## src/rtl/fpu_mul_arbiter.sv

```systemverilog
// Round-robin arbiter sharing one fixed-latency pipelined FP multiplier between
// NUM_REQ requesters; a tag pipeline steers each product back to its issuer.
`timescale 1ns/1ps
module fpu_mul_arbiter #(
    parameter int NUM_REQ     = 4,
    parameter int SIZE_DATA   = 32,
    parameter int MUL_LATENCY = 3,
    parameter int TAG_W       = 2
) (
    input  logic                             i_clk,
    input  logic                             i_rst_n,
    input  logic                             i_hold,
    input  logic [NUM_REQ-1:0]               i_req_valid,
    input  logic [NUM_REQ*SIZE_DATA-1:0]     i_req_a,
    input  logic [NUM_REQ*SIZE_DATA-1:0]     i_req_b,
    output logic [NUM_REQ-1:0]               o_req_ready,
    output logic                             o_mul_valid,
    output logic [SIZE_DATA-1:0]             o_mul_a,
    output logic [SIZE_DATA-1:0]             o_mul_b,
    input  logic [SIZE_DATA-1:0]             i_mul_result,
    output logic [NUM_REQ-1:0]               o_rsp_valid,
    output logic [SIZE_DATA-1:0]             o_rsp_data,
    output logic [$clog2(MUL_LATENCY+2)-1:0] o_inflight,
    output logic                             o_idle
);
    localparam int          CNT_W     = $clog2(MUL_LATENCY + 2);
    localparam int unsigned NUM_REQ_U = NUM_REQ;

    logic [TAG_W-1:0]                   ptr_q, ptr_d;
    logic                               mul_vld_q, mul_vld_d;
    logic [SIZE_DATA-1:0]               mul_a_q, mul_a_d;
    logic [SIZE_DATA-1:0]               mul_b_q, mul_b_d;
    logic [MUL_LATENCY-1:0]             tvld_q, tvld_d;
    logic [MUL_LATENCY-1:0][TAG_W-1:0]  ttag_q, ttag_d;
    logic [NUM_REQ-1:0]                 rsp_vld_q, rsp_vld_d;
    logic [SIZE_DATA-1:0]               rsp_data_q, rsp_data_d;
    logic [CNT_W-1:0]                   inflight_q, inflight_d;

    logic                               grant_found;
    logic [TAG_W-1:0]                   grant_idx;
    logic [TAG_W-1:0]                   cand;
    logic                               ret;
    logic [TAG_W-1:0]                   ret_tag;

    // Rotating priority search starting at the pointer.
    always_comb begin
        grant_found = 1'b0;
        grant_idx   = '0;
        cand        = '0;
        if (!i_hold) begin
            for (int unsigned i = 0; i < NUM_REQ_U; i++) begin
                cand = TAG_W'((32'(ptr_q) + i) % NUM_REQ_U);
                if (!grant_found && i_req_valid[cand]) begin
                    grant_found = 1'b1;
                    grant_idx   = cand;
                end
            end
        end
        o_req_ready = grant_found ? (NUM_REQ'(1) << grant_idx) : '0;
    end

    always_comb begin
        ptr_d     = grant_found ? TAG_W'((32'(grant_idx) + 1) % NUM_REQ_U) : ptr_q;
        mul_vld_d = grant_found;
        mul_a_d   = grant_found ? i_req_a[grant_idx*SIZE_DATA +: SIZE_DATA] : mul_a_q;
        mul_b_d   = grant_found ? i_req_b[grant_idx*SIZE_DATA +: SIZE_DATA] : mul_b_q;

        tvld_d    = tvld_q;
        ttag_d    = ttag_q;
        tvld_d[0] = grant_found;
        ttag_d[0] = grant_idx;
        for (int unsigned s = 1; s < MUL_LATENCY; s++) begin
            tvld_d[s] = tvld_q[s-1];
            ttag_d[s] = ttag_q[s-1];
        end

        // Last tag stage lines up with the multiplier output of the same issue.
        ret        = tvld_q[MUL_LATENCY-1];
        ret_tag    = ttag_q[MUL_LATENCY-1];
        rsp_vld_d  = ret ? (NUM_REQ'(1) << ret_tag) : '0;
        rsp_data_d = ret ? i_mul_result : rsp_data_q;

        inflight_d = inflight_q;
        if (grant_found && !ret) begin
            inflight_d = inflight_q + CNT_W'(1);
        end else if (!grant_found && ret) begin
            inflight_d = inflight_q - CNT_W'(1);
        end
    end

    always_ff @(posedge i_clk or negedge i_rst_n) begin
        if (!i_rst_n) begin
            ptr_q      <= '0;
            mul_vld_q  <= 1'b0;
            mul_a_q    <= '0;
            mul_b_q    <= '0;
            tvld_q     <= '0;
            ttag_q     <= '0;
            rsp_vld_q  <= '0;
            rsp_data_q <= '0;
            inflight_q <= '0;
        end else begin
            ptr_q      <= ptr_d;
            mul_vld_q  <= mul_vld_d;
            mul_a_q    <= mul_a_d;
            mul_b_q    <= mul_b_d;
            tvld_q     <= tvld_d;
            ttag_q     <= ttag_d;
            rsp_vld_q  <= rsp_vld_d;
            rsp_data_q <= rsp_data_d;
            inflight_q <= inflight_d;
        end
    end

    assign o_mul_valid = mul_vld_q;
    assign o_mul_a     = mul_a_q;
    assign o_mul_b     = mul_b_q;
    assign o_rsp_valid = rsp_vld_q;
    assign o_rsp_data  = rsp_data_q;
    assign o_inflight  = inflight_q;
    assign o_idle      = ~|i_req_valid && (inflight_q == '0);

endmodule

```

## config.mk

```make
export PLATFORM = sky130hd
export DESIGN_NAME = fpu_mul_arbiter
export DESIGN_NICKNAME = d
export VERILOG_FILES = /design/src/rtl/fpu_mul_arbiter.sv
export SDC_FILE = /design/constraint.sdc
export NUM_CORES = 1
export LEC_CHECK = 0
export BUFFER_PORTS_ARGS = -buffer_cell sky130_fd_sc_hd__buf_2
export CAP_MARGIN = 20
export CORE_AREA = 4 4 157 159
export CTS_CLUSTER_DIAMETER = 80
export DETAILED_ROUTE_END_ITERATION = 6
export DIE_AREA = 0 0 161 163
export SKIP_LAST_GASP = 1
export SLEW_MARGIN = 20
export SYNTH_ARGS = -nofsm -noshare
export SYNTH_HDL_FRONTEND = slang
export SYNTH_SLANG_ARGS = --single-unit
```

## constraint.sdc

```tcl
create_clock -name i_clk -period 4.6 [get_ports i_clk]
set_input_delay 0.46 -clock i_clk [delete_from_list [all_inputs] [get_ports i_clk]]
set_output_delay 0.46 -clock i_clk [all_outputs]
set_load 0.01 [all_outputs]
```

==> results of run 1 <==
==> report_power, final <==
part           internal [µW]  total [µW]  switching (µW)  leakage [µW]
clock network            721        1260             544      0.000271
logic                    566        1440             870       0.00273
registers               1250        1400             153       0.00137
total                   2540        4100            1570       0.00437
==> worst register-to-register path, stage by stage, from the launching register on <==
cell and delay [ns]:
dfrtp_1 0.44, nand2b_1 0.22, a21oi_1 0.35, nand2b_2 0.88, buf_4 0.41, a32oi_1 0.14, o211ai_1 0.21
==> cells in the final DEF, fill, tap and decap left out, types with 2 or more instances in the layout <==
master / count
clkbuf_16: 17
nand2b_1: 4
nor2_1: 60
ha_1: 5
nand2_1: 70
inv_6: 8
inv_1: 5
buf_4: 15
or2_2: 2
o2111ai_1: 55
o221ai_1: 10
buf_2: 402
o22ai_1: 9
and2_1: 4
o21bai_1: 55
inv_2: 2
o211ai_1: 55
dfrtp_1: 114
clkinv_4: 2
clkinvlp_4: 2
xor2_1: 2
mux2i_1: 9
a32oi_1: 55
mux2_2: 34
==> logic make-up after synthesis <==
logic type | Yosys count | share of synthesized area
xor gates and xnor gates | 3 | 0.00411
adders and majority gates | 6 | 0.0129
and+or+nand+nor | 150 | 0.0974
muxes | 43 | 0.0739
AOI/OAI and AO/OA | 245 | 0.309
buffers and inverters | 76 | 0.0571
DFF | 114 | 0.446
==> path summary, 6_finish.rpt <==
kind                            slack [ns]             end        startpoint
worst max-delay path                  1.15  o_req_ready[2]          ptr_q[1]
worst min-delay path                  0.27  o_rsp_data[28]  i_mul_result[28]
worst max register to register        1.87     o_mul_b[27]          ptr_q[1]
worst min register to register        0.35       ttag_d[5]         ttag_d[3]
max in group asynchronous             3.05     o_mul_b[13]           i_rst_n
min in group asynchronous             0.50  o_rsp_data[27]           i_rst_n
==> metrics by stage <==
step	setup WS (ns)	power, µW
after floorplan	2.30	2210
after global placement	1.38	2850
after detailed placement	1.43	2850
after CTS	1.12	4150
after global routing	0.966	4350
final	1.15	4100
==> state kept, by name, indices dropped and copies added (netlist names), 3 cells and up <==
signal,flops
tvld_q,3
o_rsp_valid,4
o_mul_a,32
o_mul_b,32
ttag_d,4
o_inflight,3
o_rsp_data,32
==> metal layers <==
layer,GRT usage,part of all wire,vias to the layer above
met3,0.0466,0.083,58
met4,0.0772,0.027,2
met1,0.249,0.39,3460
met5,0,0.00047,-
li1,-,-,3215
met2,0.338,0.50,380
==> final cells by class <==
cell class,instances,area share
Clock inverter,14,0.0130
Clock buffer,18,0.0479
Inverter,7,0.00286
Sequential cell,114,0.311
Tap cell,319,0.0435
Timing Repair Buffer,418,0.233
Multi-Input combinational cell,447,0.349
==> timing repair <==
action	CTS	global route
endpoints found under the hold margin	26	0
setup buffers	0	0
hold buffers	1	0
==> summary.txt, run 1 <==
Pin count of the biggest net entering global routing -> 66
Critical Setup Path Class -> reg -> out
Overall overflow remaining after global route -> 0
Count leader, synth -> dfrtp_1
Share of synthesized area occupied by flip-flops and latches -> 0.446
Sink Count -> 114
Logic depth of the worst setup path including buffers -> 7
Outcome -> finished clean
Max_cap viols -> 0
Worst Hold Margin -> 0.274 ns
Post-Syn Area per Cell -> 10.0 µm²
Number of instances resized during post-cts repair -> 0
Number of flops mapped to enable cells by yosys -> 0
Initial standard-cell utilization of the core -> 0.275
Width of the die -> 161 µm
Crit path capture type -> output port
Num rows -> 56
Via count of the first global-routing pass -> 7132
Insertion delay of the later-clocked pin in the worst-skew pair -> 0.41 ns
Startpoint Class -> flop
Crit path max fanout -> 30
Placed Area -> 0.00861 mm²
Clock tree buffer depth -> 2
Gate family responsible for the most delay along the worst path -> simple AND/OR/NAND/NOR gates
Fillcell total -> 2417
Number of unique standard cell types used by synthesis -> 38
Worst hold path stage count -> 2
Global-route wire length before repair -> 41300 µm
Flip-flop cell with the highest count after synthesis -> dfrtp_1
Post-layout net count -> 1306
Number of H-tree branching levels -> 4
Wire length per cell after detailed routing -> 20.6 µm
Fin area -> 0.00917 mm²
Cell with the biggest individual delay on the critical path -> or3_2
Required time at the endpoint of the critical path -> 4.14 ns
Number of buffers created by CTS -> 17
Number of register bits inferred by synthesis -> 114
Ratio of final minimum period to clock period -> 0.750
Synthesized cell area -> 0.00640 mm²
Clock slew seen by the registers of the worst setup and hold paths -> 0.06 ns
Routed vias/inst -> 5.32
Overall track demand over capacity in global routing -> 0.200
Final count of hold timing violations -> 0
Final ANT Viol Nets -> 0
Final Wtd Congestion -> 0.888
Final-report max-slew violation count -> 0
Relative slew slack -> 0.312
Via count -> 7115
Area leader, netlist -> dfrtp_1
Syn. warnings -> 0
FF-to-FF path depth -> 6
Setup-violating endpoint count in the final report -> 0
Cell count after synthesis -> 637
Worst clock skew -> 0.00752 ns
Share of the core filled with cells -> 0.394
Synth cell count leaders -> dfrtp_1 (114), nand2_1 (70), nor2_1 (60)
Post-synth ARST share -> 1.00
Worst ir drop on vdd -> 0.205 mV
RSZ-0062 raised after global routing -> no
Top-area cell type share of the netlist area -> 0.446
Transition at the pin with the smallest max-transition slack -> 1.03 ns
Number of buffer cells added on primary ports -> 403
Pwr Density -> 447 mW/mm²
Synthesized Nets -> 938
Class of the worst hold path -> in -> reg
Ranking of synthesized cells by area -> dfrtp_1 (45%), a32oi_1 (7.5%), o2111ai_1 (7.5%)
Die Ht -> 163 µm
Number of design rule violations left after detail routing -> 0
Footprint of the multi-input gates -> 0.00320 mm²
Final antenna diode count -> 0
Root cell of the clock tree -> clkbuf_16
LEAKAGE -> 0.00437 µW
Final cell count without fillers -> 1337
DP Wirelength -> 19400 µm
Ports -> 404
Placed Cells -> 1304
Final TNS setup -> 0 ns
Core footprint -> 0.0233 mm²
Crit path buffers/inverters -> 2
P&R area growth vs syn -> 43.4%
Final min period -> 3.45 ns
Worst stage delay on the critical path -> 0.62 ns
FMAX -> 0.290 GHz
Crit path DAT -> 2.99 ns
Antenna violations before repair -> 1
Clock tree from TritonCTS -> built
Die Outline Area -> 0.0262 mm²
Routed Wire Length -> 27500 µm
Drt first-iter violations -> 703
Register Area -> 0.00285 mm²
Critical path, cell by cell -> nand2b_1 -> a21oi_1 -> or3_2 -> buf_4 -> ha_1 -> and2_1 -> buf_2
DRT Pass-1 Iters -> 5
Layout cells sized above 1 -> 0.484
Power figures use the tool's default switching activity.
==> run 2, diff against run 1 <==
==> constraint.sdc (replaced) <==
create_clock -name i_clk -period 3.2 [get_ports i_clk]
set_input_delay 0.32 -clock i_clk [delete_from_list [all_inputs] [get_ports i_clk]]
set_output_delay 0.32 -clock i_clk [all_outputs]
set_load 0.01 [all_outputs]
==> run 2 against run 1 <==
  * The run now ends with negative hold slack left
  * Final cell count rose by 0.30%
  * Count of clock-buffer cells in the layout unchanged
  * Sequential cell count did not move
  * Critical path type unchanged
  * Global-route usage fell by 0.24 points
  * Critical path depth did not move
  * Worst hold slack lost 0.28 ns
  * Highest routed layer unchanged
  * Via count decreased by 0.74%
==> summary.txt, run 2 (same netlist as run 1, synthesis figures left out) <==
Initial standard-cell utilization of the core -> 0.275 (unchanged)
Sequential power share -> 0.343 (about the same)
RSZ-0062 raised after global routing -> no
Number of H-tree branching levels -> 4 (unchanged)
Clock tree from TritonCTS -> built
Insertion delay of the later-clocked pin in the worst-skew pair -> 0.41 ns (about the same)
LEAKAGE -> 0.00439 µW (+0.34%)
Pwr Density -> 637 mW/mm² (+42%)
Startpoint Class -> flop
Most frequent cells in the layout -> buf_2 (402), dfrtp_1 (114), nand2_1 (70)
Final Wtd Congestion -> 0.866 (-2.5%)
Overall track demand over capacity in global routing -> 0.197 (-0.00245)
Drt first-iter violations -> 704 (+0.14%)
Root cell of the clock tree -> clkbuf_16
Max_cap viols -> 0 (unchanged)
Footprint of the multi-input gates -> 0.00320 mm² (unchanged)
Crit path capture type -> output port
Final count of hold timing violations -> 3 (+3)
Hold bufs inserted after CTS -> 0 (-1)
Fin worst setup slack -> 0.184 ns (-0.965 ns)
Layout cells sized above 1 -> 0.486 (+0.00199)
Antenna violations before repair -> 2 (+1)
Clk network pwr share -> 0.299 (-0.009)
Overall overflow remaining after global route -> 0 (unchanged)
Comb pwr share -> 0.358 (+0.008)
Via count of the first global-routing pass -> 7030 (-1.4%)
Num rows -> 56 (unchanged)
Sink Count -> 114 (unchanged)
Crit path max fanout -> 22 (-27%)
Setup slack at placement -> 0.555 ns (-0.874 ns)
Final-report max-slew violation count -> 0 (unchanged)
Int Pwr -> 3650 µW (+44%)
Final ANT Viol Nets -> 0 (unchanged)
Violated checks -> negative hold slack
Clock slew seen by the registers of the worst setup and hold paths -> 0.06 ns (about the same)
DRT Pass-1 Iters -> 5 (unchanged)
Number of buffer cells added on primary ports -> 403 (unchanged)
Outcome -> complete, but fails checks
Width of the die -> 161 µm (unchanged)
Relative slew slack -> 0.418 (+0.105)
Global-route wire length before repair -> 40600 µm (-1.5%)
Setup-violating endpoint count in the final report -> 0 (unchanged)
Number of instances resized during post-cts repair -> 0 (unchanged)
Net switching share of the total power -> 0.378 (-0.00411)
Required time at the endpoint of the critical path -> 2.88 ns (-1.26 ns)
Leading cell type in the layout, fill and taps excluded -> buf_2
Die Ht -> 163 µm (unchanged)
Final min period -> 3.02 ns
Switching power of the nets -> 2210 µW (+41%)
Routed Wire Length -> 27600 µm (+0.23%)
Clock tree buffer depth -> 2 (unchanged)
Ratio of final minimum period to clock period -> 0.942
Number of design rule violations left after detail routing -> 0 (unchanged)
Worst clock skew -> 0.0111 ns (+0.00353 ns)
Register Area -> 0.00285 mm² (unchanged)
Post-CTS repair timing setup buffer count -> 0 (unchanged)
Worst Hold Margin -> -0.00780 ns (-0.281 ns)
Ports -> 404 (unchanged)
Die Outline Area -> 0.0262 mm² (unchanged)
Worst ir drop on vdd -> 0.263 mV (+28%)
Placed Area -> 0.00866 mm² (+0.64%)
Critical Setup Path Class -> reg -> out
P&R area growth vs syn -> 43.9%
Fillcell total -> 2363 (-2.2%)
Transition at the pin with the smallest max-transition slack -> 0.874 ns (-0.158 ns)
DP Wirelength -> 19800 µm (+2.3%)
Final TNS setup -> 0 ns (unchanged)
Class of the worst hold path -> in -> async
Pin count of the biggest net entering global routing -> 64 (-3.0%)
Post-layout net count -> 1309 (+0.23%)
Crit path DAT -> 2.70 ns (-0.29 ns)
Number of buffers created by CTS -> 17 (unchanged)
Wire length per cell after detailed routing -> 20.6 µm (about the same)
FMAX -> 0.332 GHz
Routed vias/inst -> 5.27 (-1.0%)
Via count -> 7062 (-0.74%)
Core footprint -> 0.0233 mm² (unchanged)
Fin area -> 0.00921 mm² (+0.38%)
run 2: final timing paths:
path                                        from        endpoint  slack [ns]  depth (start not counted)
worst min-delay path                     i_rst_n  o_rsp_data[25]      -0.008                          1
worst max register to register          ptr_q[0]      o_mul_b[2]        0.69                          7
worst min register to register         ttag_d[2]       ttag_d[4]        0.34                          0
worst max-delay path                    ptr_q[0]  o_req_ready[3]        0.18                          7
min in group i_clk              i_mul_result[14]  o_rsp_data[14]        0.14                          2
max in group asynchronous                i_rst_n      o_mul_b[5]        2.39                          2
run 2: final cells by class:
class / instances / area share
antenna: 2 / 0.000543
clock buffer: 18 / 0.0477
clock inverter: 13 / 0.0113
inverter: 7 / 0.00285
multi-input combinational: 447 / 0.348
sequential: 114 / 0.310
tap: 319 / 0.0433
timing repair buffer: 421 / 0.237
run 2: stage by stage:
| stage | std cells | utilization | total power [µW] | hold WS [ns] |
|---|---|---|---|---|
| after global routing | 1340 | 0.396 | 6200 | 0.0322 |
| after CTS | 1339 | 0.396 | 5940 | 0.0107 |
| after floorplan | 637 | - | 3170 | 0.0244 |
| after detailed placement | 1308 | 0.372 | 4140 | 0.335 |
| final | 1341 | 0.396 | 5860 | -0.00780 |
| after global placement | 1308 | 0.372 | 4120 | 0.332 |
run 2: layer usage:
layer | global-route usage | share of wire | vias to the layer above
met4 | 0.0690 | 0.024 | 2
met1 | 0.237 | 0.39 | 3386
met3 | 0.0486 | 0.079 | 48
met2 | 0.346 | 0.51 | 394
met5 | 0 | 0.00025 | -
li1 | - | - | 3232
run 2: critical path: stages, from the launching register on:
cell      delay (ns)
dfrtp_1         0.43
nand2b_1        0.13
o221ai_1        0.17
or3_1           0.58
inv_2           0.49
ha_1            0.23
and2_1          0.11
buf_2           0.13
run 2: power groups by stage:
stage	logic, µW	clock network [µW]	registers (µW)
6_report	2100	1750	2010
5_1_grt	2250	1890	2050
3_5_place_dp	2110	0	2030
3_3_place_gp	2100	0	2020
4_1_cts	2120	1820	2010
2_1_floorplan	1000	0	2170
